File: src/rtl/gray_conv_pkg.sv
// Shared types and reference conversions for the Gray/binary pipeline.
// Reference functions operate on 64-bit zero-extended words.
package gray_conv_pkg;

    typedef enum logic {GC_G2B = 1'b0, GC_B2G = 1'b1} gc_mode_t;

    localparam int GC_REF_W = 64;

    function automatic int gc_stages(input int width);
        return $clog2(width);
    endfunction

    function automatic logic [GC_REF_W-1:0] gray2bin(input logic [GC_REF_W-1:0] g);
        logic [GC_REF_W-1:0] b;
        b[GC_REF_W-1] = g[GC_REF_W-1];
        for (int i = GC_REF_W - 2; i >= 0; i--) begin
            b[i] = b[i+1] ^ g[i];
        end
        return b;
    endfunction

    function automatic logic [GC_REF_W-1:0] bin2gray(input logic [GC_REF_W-1:0] b);
        return b ^ (b >> 1);
    endfunction

endpackage

File: src/rtl/gray_conv_stage.sv
// One register slice of the converter: XOR with a SHIFT-ed copy (always in the first slice, G2B only later).
// Latency: 1 cycle. Backpressure: loads when empty or when downstream loads, otherwise holds everything.
// With GRAY_CONV_CHECK_EN defined the slice also carries the original input word.
module gray_conv_stage
    import gray_conv_pkg::*;
#(
    parameter int WIDTH = 32,
    parameter int SHIFT = 1,
    parameter bit FIRST = 1'b0
) (
    input  logic             clk,
    input  logic             rst,
    input  logic             up_vld_i,
    input  logic             up_mode_i,
    input  logic [WIDTH-1:0] up_dat_i,
`ifdef GRAY_CONV_CHECK_EN
    input  logic [WIDTH-1:0] up_orig_i,
    output logic [WIDTH-1:0] orig_o,
`endif
    input  logic             dn_load_i,
    output logic             load_o,
    output logic             vld_o,
    output logic             mode_o,
    output logic [WIDTH-1:0] dat_o
);

    logic             vld_q, vld_d;
    gc_mode_t         mode_q, mode_d;
    logic [WIDTH-1:0] dat_q, dat_d;
    logic [WIDTH-1:0] xform;
`ifdef GRAY_CONV_CHECK_EN
    logic [WIDTH-1:0] orig_q, orig_d;
`endif

    assign load_o = !vld_q || dn_load_i;

    // Binary->Gray is finished after the first slice; later slices just carry it.
    always_comb begin
        xform = up_dat_i;
        if (FIRST || gc_mode_t'(up_mode_i) == GC_G2B) begin
            xform = up_dat_i ^ (up_dat_i >> SHIFT);
        end
    end

    // Empty loads clear data so nothing undefined ever reaches the output.
    always_comb begin
        vld_d  = vld_q;
        mode_d = mode_q;
        dat_d  = dat_q;
`ifdef GRAY_CONV_CHECK_EN
        orig_d = orig_q;
`endif
        if (load_o) begin
            vld_d  = up_vld_i;
            mode_d = up_vld_i ? gc_mode_t'(up_mode_i) : GC_G2B;
            dat_d  = up_vld_i ? xform : '0;
`ifdef GRAY_CONV_CHECK_EN
            orig_d = up_vld_i ? up_orig_i : '0;
`endif
        end
    end

    always_ff @(posedge clk) begin
        if (rst) begin
            vld_q  <= 1'b0;
            mode_q <= GC_G2B;
            dat_q  <= '0;
`ifdef GRAY_CONV_CHECK_EN
            orig_q <= '0;
`endif
        end else begin
            vld_q  <= vld_d;
            mode_q <= mode_d;
            dat_q  <= dat_d;
`ifdef GRAY_CONV_CHECK_EN
            orig_q <= orig_d;
`endif
        end
    end

    assign vld_o  = vld_q;
    assign mode_o = mode_q;
    assign dat_o  = dat_q;
`ifdef GRAY_CONV_CHECK_EN
    assign orig_o = orig_q;
`endif

endmodule

File: src/rtl/gray_conv_pipe.sv
// Pipelined Gray<->binary converter, one prefix-XOR step per slice; optional out_err via GRAY_CONV_CHECK_EN.
// Latency: $clog2(WIDTH) register slices. Backpressure: bubble-collapsing, in_ready combinational from out_ready.
module gray_conv_pipe
    import gray_conv_pkg::*;
#(
    parameter int WIDTH = 32
) (
    input  logic             clk,
    input  logic             rst,
    input  logic             in_valid,
    output logic             in_ready,
    input  logic [WIDTH-1:0] in_data,
    input  logic             in_mode,
    output logic             out_valid,
    input  logic             out_ready,
    output logic [WIDTH-1:0] out_data,
`ifdef GRAY_CONV_CHECK_EN
    output logic             out_mode,
    output logic             out_err
`else
    output logic             out_mode
`endif
);

    localparam int STAGES = gc_stages(WIDTH);

    for (genvar j = 0; j < STAGES; j++) begin : g_st
        logic             up_vld, up_mode, nxt_ld;
        logic [WIDTH-1:0] up_dat;
        logic             ld, vld, mode;
        logic [WIDTH-1:0] dat;
`ifdef GRAY_CONV_CHECK_EN
        logic [WIDTH-1:0] up_orig, orig;
`endif

        if (j == 0) begin : g_head
            assign up_vld  = in_valid;
            assign up_mode = in_mode;
            assign up_dat  = in_data;
`ifdef GRAY_CONV_CHECK_EN
            assign up_orig = in_data;
`endif
        end else begin : g_link
            assign up_vld  = g_st[j-1].vld;
            assign up_mode = g_st[j-1].mode;
            assign up_dat  = g_st[j-1].dat;
`ifdef GRAY_CONV_CHECK_EN
            assign up_orig = g_st[j-1].orig;
`endif
        end

        if (j == STAGES - 1) begin : g_tail
            assign nxt_ld = out_ready;
        end else begin : g_mid
            assign nxt_ld = g_st[j+1].ld;
        end

        gray_conv_stage #(
            .WIDTH (WIDTH),
            .SHIFT (1 << j),
            .FIRST (j == 0)
        ) u_stage (
            .clk       (clk),
            .rst       (rst),
            .up_vld_i  (up_vld),
            .up_mode_i (up_mode),
            .up_dat_i  (up_dat),
`ifdef GRAY_CONV_CHECK_EN
            .up_orig_i (up_orig),
            .orig_o    (orig),
`endif
            .dn_load_i (nxt_ld),
            .load_o    (ld),
            .vld_o     (vld),
            .mode_o    (mode),
            .dat_o     (dat)
        );
    end

    assign in_ready  = g_st[0].ld;
    assign out_valid = g_st[STAGES-1].vld;
    assign out_mode  = g_st[STAGES-1].mode;
    assign out_data  = g_st[STAGES-1].dat;

`ifdef GRAY_CONV_CHECK_EN
    function automatic logic [WIDTH-1:0] g2b_w(input logic [WIDTH-1:0] g);
        logic [WIDTH-1:0] b;
        b[WIDTH-1] = g[WIDTH-1];
        for (int i = WIDTH - 2; i >= 0; i--) begin
            b[i] = b[i+1] ^ g[i];
        end
        return b;
    endfunction

    // Convert the result back the other way; it must reproduce the word that entered.
    logic [WIDTH-1:0] reenc;
    always_comb begin
        reenc = out_data ^ (out_data >> 1);
        if (gc_mode_t'(out_mode) == GC_B2G) begin
            reenc = g2b_w(out_data);
        end
    end

    assign out_err = out_valid && (reenc != g_st[STAGES-1].orig);
`endif

endmodule

File: config.mk
export PLATFORM = sky130hd
export DESIGN_NAME = gray_conv_pipe
export DESIGN_NICKNAME = d
export VERILOG_FILES = /design/src/rtl/gray_conv_pkg.sv /design/src/rtl/gray_conv_stage.sv /design/src/rtl/gray_conv_pipe.sv
export SDC_FILE = /design/constraint.sdc
export NUM_CORES = 1
export LEC_CHECK = 0
export BUFFER_PORTS_ARGS = -buffer_cell sky130_fd_sc_hd__buf_2
export CORE_MARGIN = 2
export CORE_UTILIZATION = 50
export CTS_BUF_LIST = sky130_fd_sc_hd__clkbuf_2 sky130_fd_sc_hd__clkbuf_4 sky130_fd_sc_hd__clkbuf_8
export CTS_CLUSTER_DIAMETER = 120
export DETAILED_ROUTE_END_ITERATION = 12
export PLACE_DENSITY = 0.7
export REMOVE_ABC_BUFFERS = 1
export SYNTH_ARGS = -nofsm -noshare
export SYNTH_HDL_FRONTEND = slang
export SYNTH_SLANG_ARGS = --single-unit
export TNS_END_PERCENT = 20
File: constraint.sdc
create_clock -name clk -period 1.4 [get_ports clk]
set_clock_uncertainty 0.1 [all_clocks]
set_input_delay 0.28 -clock clk [delete_from_list [all_inputs] [get_ports clk]]
set_output_delay 0.28 -clock clk [all_outputs]
set_load 0.02 [all_outputs]
==> metrics, run 1 <==
GRT overflow=0; CTS Buf Count=17; Max Freq=between 500 and 600 MHz; Routed WL=between 15000 and 20000 um; Pins Over Slew Limit=0; ANT nets after route=0; router iterations before antenna repair=5; worst min path class=input pin to register; ant diodes=0; CTS sink cnt=between 150 and 200; DRC Markers=0; status=complete, but fails checks; Yosys top cell area share=a little over two fifths; Die Wd=around 130 um; vias in the first global route=5644; flop2flop setup slack=-0.34 ns; Fillers=about 1300; storage element area=about 0.0034 mm^2; Yosys cell types=22; required time of the critical path=between 1 and 1.5 ns; gpl congestion=between 0.8 and 0.9; most frequent cells in the layout=166 x dfxtp_1, 99 x nand2b_1, 98 x xnor2_1; all-layer global routing usage=between 20% and 30%; worst-margin pin slew=between 0.3 and 0.4 ns; most common cell after layout, fill and taps aside=dfxtp_1; Flop pwr share=a little over half; Startpoint Class=register; Core Rows=45; die height=129 um; failing checks=setup timing; Setup WS post-layout=-0.395 ns; layout cells sized above 1=between 20% and 30%; CP Max Fanout=2; drt wl/cell=between 10 and 15 um; Avg Cell Area, Syn=approximately 8.4 um^2; post-route minimum period=1.80 ns; I/O pins=72; Hold Fails Final Rpt=0; Vias/cell=roughly 5.3; Reg2Reg Capture Point=g_st[1].u_stage.dat_o[25]; VDD IR max=0.625 mV; Post-DP HPWL=roughly 11000 um; CP endpoint kind=output port; Syn Inst Count=924; Initial Util=between 50% and 60%; unrepaired setup endpoints after global routing=yes; Area contributors post-synth=dfxtp_1 44%, xnor2_1 11%, nand2b_1 8.0%, a22oi_1 6.6%, a21oi_1 6.3%; total number of vias=6392; first-pass GRT wire length=between 20000 and 30000 um; maximum number of pins on one net before global-route repair=35; initial drt markers=around 370; hold path startpoint=in_data[0]; switching share of power=around a quarter; leakage power=roughly 3.3 nW; core footprint=between 0.015 and 0.02 mm^2; Clk pwr share=a little under 40%; multi-input combinational cell area=between 0.004 and 0.005 mm^2; Yosys top cell by area=dfxtp_1; CP Class=register to output port; post-synthesis sequential area ratio=between 40 and 50%; clock tree root buffer cell=clkbuf_8; # setup viols final=about 120; nets@finish=slightly above 1000; Max-Slew Margin vs Limit=roughly three quarters; Clock transition at path regs=around 0.090 ns; PortBufs=71; total power=9.25 mW; Comb pwr share=between 7 and 8%; worst reg2reg path depth=8; internal cell power=between 6 and 7 mW; PD cells=981 mW/mm^2; mapped cell area=between 0.007 and 0.008 mm^2; Area Growth Syn to Fin=21.6%; Worst Setup SP=g_st[4].u_stage.vld_o; clk_lat worst skew=0.48 ns; FF+latch count, synth=170; CP endpoint=in_ready; Finished Core Util=62.0%; CTS tree=done; crit share post-route=128%; antenna violations before repair=0; max_cap viols=0; Bufs on Longest Clock Path=2; WP data arrival=1.42 ns; WHS=0.0173 ns; Reg-to-Reg Start=g_st[4].u_stage.vld_o; reported net switching power=roughly 2.3 mW; Ys Warns=0; H-tree levels=4; Die Area=approximately 0.017 mm^2
[final cells by class]
| type | instances | share of cell area (%) |
|---|---|---|
| tap | 188 | 2.49 |
| clock buffer | 20 | 2.92 |
| sequential | 170 | 36.1 |
| multi-input combinational | 677 | 43.7 |
| timing repair buffer | 128 | 13.2 |
| inverter | 1 | 0.0929 |
| clock inverter | 12 | 1.47 |
[worst max-delay path, stage by stage (launching register included)]
cell and delay [ns]:
dfxtp_2 0.34, and4b_2 0.25, and2_4 0.17, clkinv_4 0.06, buf_6 0.12
[layer usage]
layer	GRT usage [%]	share of wire, %
met1	28.9	47
met4	8.38	1.6
met3	4.12	3.9
met2	33.0	48
met5	0	0
[metrics by stage]
stage | cell area [um^2] | TNS, ns | setup WS (ns) | std cells
2_1_floorplan | 7380 | -185.91 | -1.95 | 848
3_3_place_gp | 8450 | -17.84 | -0.261 | 1147
3_5_place_dp | 8450 | -19.93 | -0.269 | 1147
4_1_cts | 9090 | -8.27 | -0.428 | 1189
5_1_grt | 9430 | -22.96 | -0.449 | 1196
6_report | 9430 | -13.14 | -0.395 | 1196
[state kept, by name, indices dropped and copies added (netlist names)]
| signal | flops |
|---|---|
| g_st.u_stage.dat_o | 160 |
| g_st.u_stage.mode_o | 5 |
| g_st.u_stage.vld_o | 5 |
[worst min path at each step]
stage	to	cells past startpoint	slack [ns]
2_1_floorplan	g_st[0].u_stage.dat_o[0]	1	0.25
3_3_place_gp	g_st[4].u_stage.dat_o[25]	2	0.33
3_5_place_dp	g_st[4].u_stage.dat_o[30]	2	0.34
4_1_cts	g_st[0].u_stage.dat_o[0]	4	0.0008
5_1_grt	g_st[0].u_stage.dat_o[0]	4	0.03
6_report	g_st[0].u_stage.dat_o[0]	4	0.02
[kinds of logic after synthesis]
family / after synthesis / share of synthesized area [%]
buf+inv: 77 / 4.97
simple gates: 383 / 23.8
xor+xnor: 129 / 14.6
compound gates: 165 / 12.8
flops: 170 / 43.9
[synth_stat cells (all sizes together)]
| cell type | n |
|---|---|
| dfxtp | 170 |
| and2 | 5 |
| nor2b | 2 |
| nand3b | 1 |
| and3b | 1 |
| nand2 | 99 |
| nor2 | 78 |
| nand3 | 97 |
| xor2 | 31 |
| clkinv | 1 |
| and4b | 1 |
| a21oi | 97 |
| xnor2 | 98 |
| a22oi | 68 |
| clkbuf | 41 |
| buf | 35 |
| nand2b | 99 |
[power by group through the flow]
stage | Combinational (mW) | Sequential [mW] | Clock [mW]
5_1_grt | 0.741 | 5.00 | 3.85
3_3_place_gp | 0.636 | 5.09 | 0
2_1_floorplan | 0.319 | 5.09 | 0
6_report | 0.674 | 4.99 | 3.59
3_5_place_dp | 0.640 | 5.10 | 0
4_1_cts | 0.647 | 4.98 | 3.65
[repair_timing]
item,in CTS,in global routing
hold buffers,2,0
cloned,5,5
gates resized for setup,18,71
hold endpoints to repair,2,0
pin swaps,2,6
endpoints found under the setup margin,134,148
buffers inserted,4,4
Power figures use the tool's default switching activity.
==> run 2, diff against run 1 <==
Settings changed: RECOVER_POWER set to 50.
==> run 2 against run 1 <==
  * The flow still finishes with violations (setup timing)
  * Core utilization is 0.082 points lower
  * Sequential share of layout area hardly changed
  * Critical path type unchanged
  * Total power barely moved
  * Routed wire length unchanged
  * Clock power about the same
  * Critical path depth did not move
==> metrics, run 2 (synthesized netlist as in run 1, its figures left out) <==
initial drt markers=~370; CTS sink cnt=170; DP Worst Slack=-0.269 ns; antenna violations before repair=0; post-route minimum period=1.79 ns; Vias/cell=approximately 5.3; total number of vias=between 6000 and 7000; total power=a little over 9 mW; Max Freq=about 560 MHz; Initial Util=roughly half; Pins Over Slew Limit=0; ANT nets after route=0; max reg flops=between 150 and 200; final setup TNS=-13.19 ns; Bufs on Longest Clock Path=2; worst-path cell chain=and4b_2 -> and2_4 -> clkinv_4 -> buf_6; Hold Fails Final Rpt=0; CP Class=register to output port; router iterations before antenna repair=5; Die Area=0.0165 mm^2; dpl cells=between 1000 and 1500; most frequent cells in the layout=166 x dfxtp_1, 99 x nand2b_1, 98 x xnor2_1; Max-Slew Margin vs Limit=between 70% and 80%; maximum number of pins on one net before global-route repair=35; max_cap viols=0; Final Non-Filler Cells=roughly 1200; Routed WL=between 15000 and 20000 um; H-tree levels=4; worst min path class=input pin to register; multi-input combinational cell area=~0.0041 mm^2; failing checks=setup timing; CP endpoint kind=output port; Setup WS post-layout=-0.395 ns; Fillers=between 1000 and 1500; # setup viols final=about 120; CTS Buf Count=17; status=complete, but fails checks; drt wl/cell=14.7 um; critical path's largest stage delay=approximately 0.34 ns; first-pass GRT wire length=~28000 um; reported net switching power=~2.3 mW; storage element area=around 0.0034 mm^2; CTS tree=done; die height=about 130 um; PD cells=a little under 1000 mW/mm^2; crit share post-route=128%; Flop pwr share=a little over half; layout cells sized above 1=20.4%; Post-DP HPWL=around 11000 um; Area Growth Syn to Fin=21.4%; vias in the first global route=5644; VDD IR max=between 0.6 and 0.7 mV; Die Wd=between 100 and 150 um; Comb pwr share=~7.3%; unrepaired setup endpoints after global routing=yes; Core Rows=45; CP Max Fanout=2; switching share of power=~25%; all-layer global routing usage=21.1%; DRC Markers=0; nets@finish=1032; PortBufs=71; Clk pwr share=between 30% and 40%; I/O pins=between 70 and 80; Top delay family on crit path=simple AND/OR/NAND/NOR gates; gpl congestion=approximately 0.8; most common cell after layout, fill and taps aside=dfxtp_1; internal cell power=6.96 mW; clock tree root buffer cell=clkbuf_8; WP buf/inv=2; worst-margin pin slew=between 0.3 and 0.4 ns; Clock transition at path regs=around 0.09 ns; clk_lat worst skew=around 0.47 ns; leakage power=3.28 nW; WP data arrival=between 1 and 1.5 ns; ant diodes=0; core footprint=around 0.015 mm^2; Startpoint Class=register; GRT overflow=0; CP max stage cell=dfxtp_2; required time of the critical path=around 1.0 ns
[run 2: routing by layer]
metal | global-route usage [%] | vias to the layer above | wire length [um]
li1 | - | 3219 | -
met1 | 28.9 | 2983 | 8240
met2 | 33.0 | 156 | 8400
met3 | 4.12 | 22 | 671
met4 | 8.38 | 0 | 287
met5 | 0 | - | 0
[run 2: worst reg2reg max path, cell delays in order, from the launching register on]
cell and delay [ns]:
dfxtp_2 0.34, and4b_2 0.25, buf_4 0.12, buf_8 0.13, and2_4 0.23, buf_12 0.14, clkbuf_16 0.16, nand2_1 0.07
a21oi_1 0.15
[run 2: worst paths after layout]
| kind | startpoint | to | slack [ns] | depth (start not counted) |
|---|---|---|---|---|
| setup / recovery | g_st[4].u_stage.vld_o | in_ready | -0.39 | 4 |
| hold / removal | in_data[0] | g_st[0].u_stage.dat_o[0] | 0.02 | 4 |
| setup reg to reg | g_st[4].u_stage.vld_o | g_st[1].u_stage.dat_o[25] | -0.35 | 8 |
| hold reg to reg | g_st[4].u_stage.dat_o[30] | g_st[4].u_stage.dat_o[30] | 0.35 | 2 |
[run 2: final cells by class]
class | instances | area share (%)
inverter | 1 | 0.0930
timing repair buffer | 128 | 13.0
sequential | 170 | 36.2
clock buffer | 20 | 2.92
multi-input combinational | 677 | 43.8
clock inverter | 12 | 1.47
tap | 188 | 2.50
[run 2: power groups by stage]
stage          clock, mW  combinational, mW  sequential [mW]
2_1_floorplan          0              0.319             5.09
4_1_cts             3.65              0.647             4.98
3_5_place_dp           0              0.640             5.10
6_report            3.59              0.673             4.99
3_3_place_gp           0              0.636             5.09
5_1_grt             3.85              0.740             5.00
[run 2: repair_timing]
item | 4_1_cts | 5_1_grt
hold endpoints to repair | 2 | 0
setup endpoints to repair | 134 | 148
pin swaps | 2 | 6
buffers inserted | 4 | 4
gates cloned | 5 | 5
hold buffers | 2 | 0
gates resized for setup | 18 | 71
[run 2: stage by stage]
stage | util (%) | instance area (um^2) | hold slack (ns)
2_1_floorplan | - | 7380 | 0.249
3_3_place_gp | 55.6 | 8450 | 0.335
3_5_place_dp | 55.6 | 8450 | 0.341
4_1_cts | 59.8 | 9090 | 0.000843
5_1_grt | 62.0 | 9420 | 0.0310
6_report | 62.0 | 9420 | 0.0173
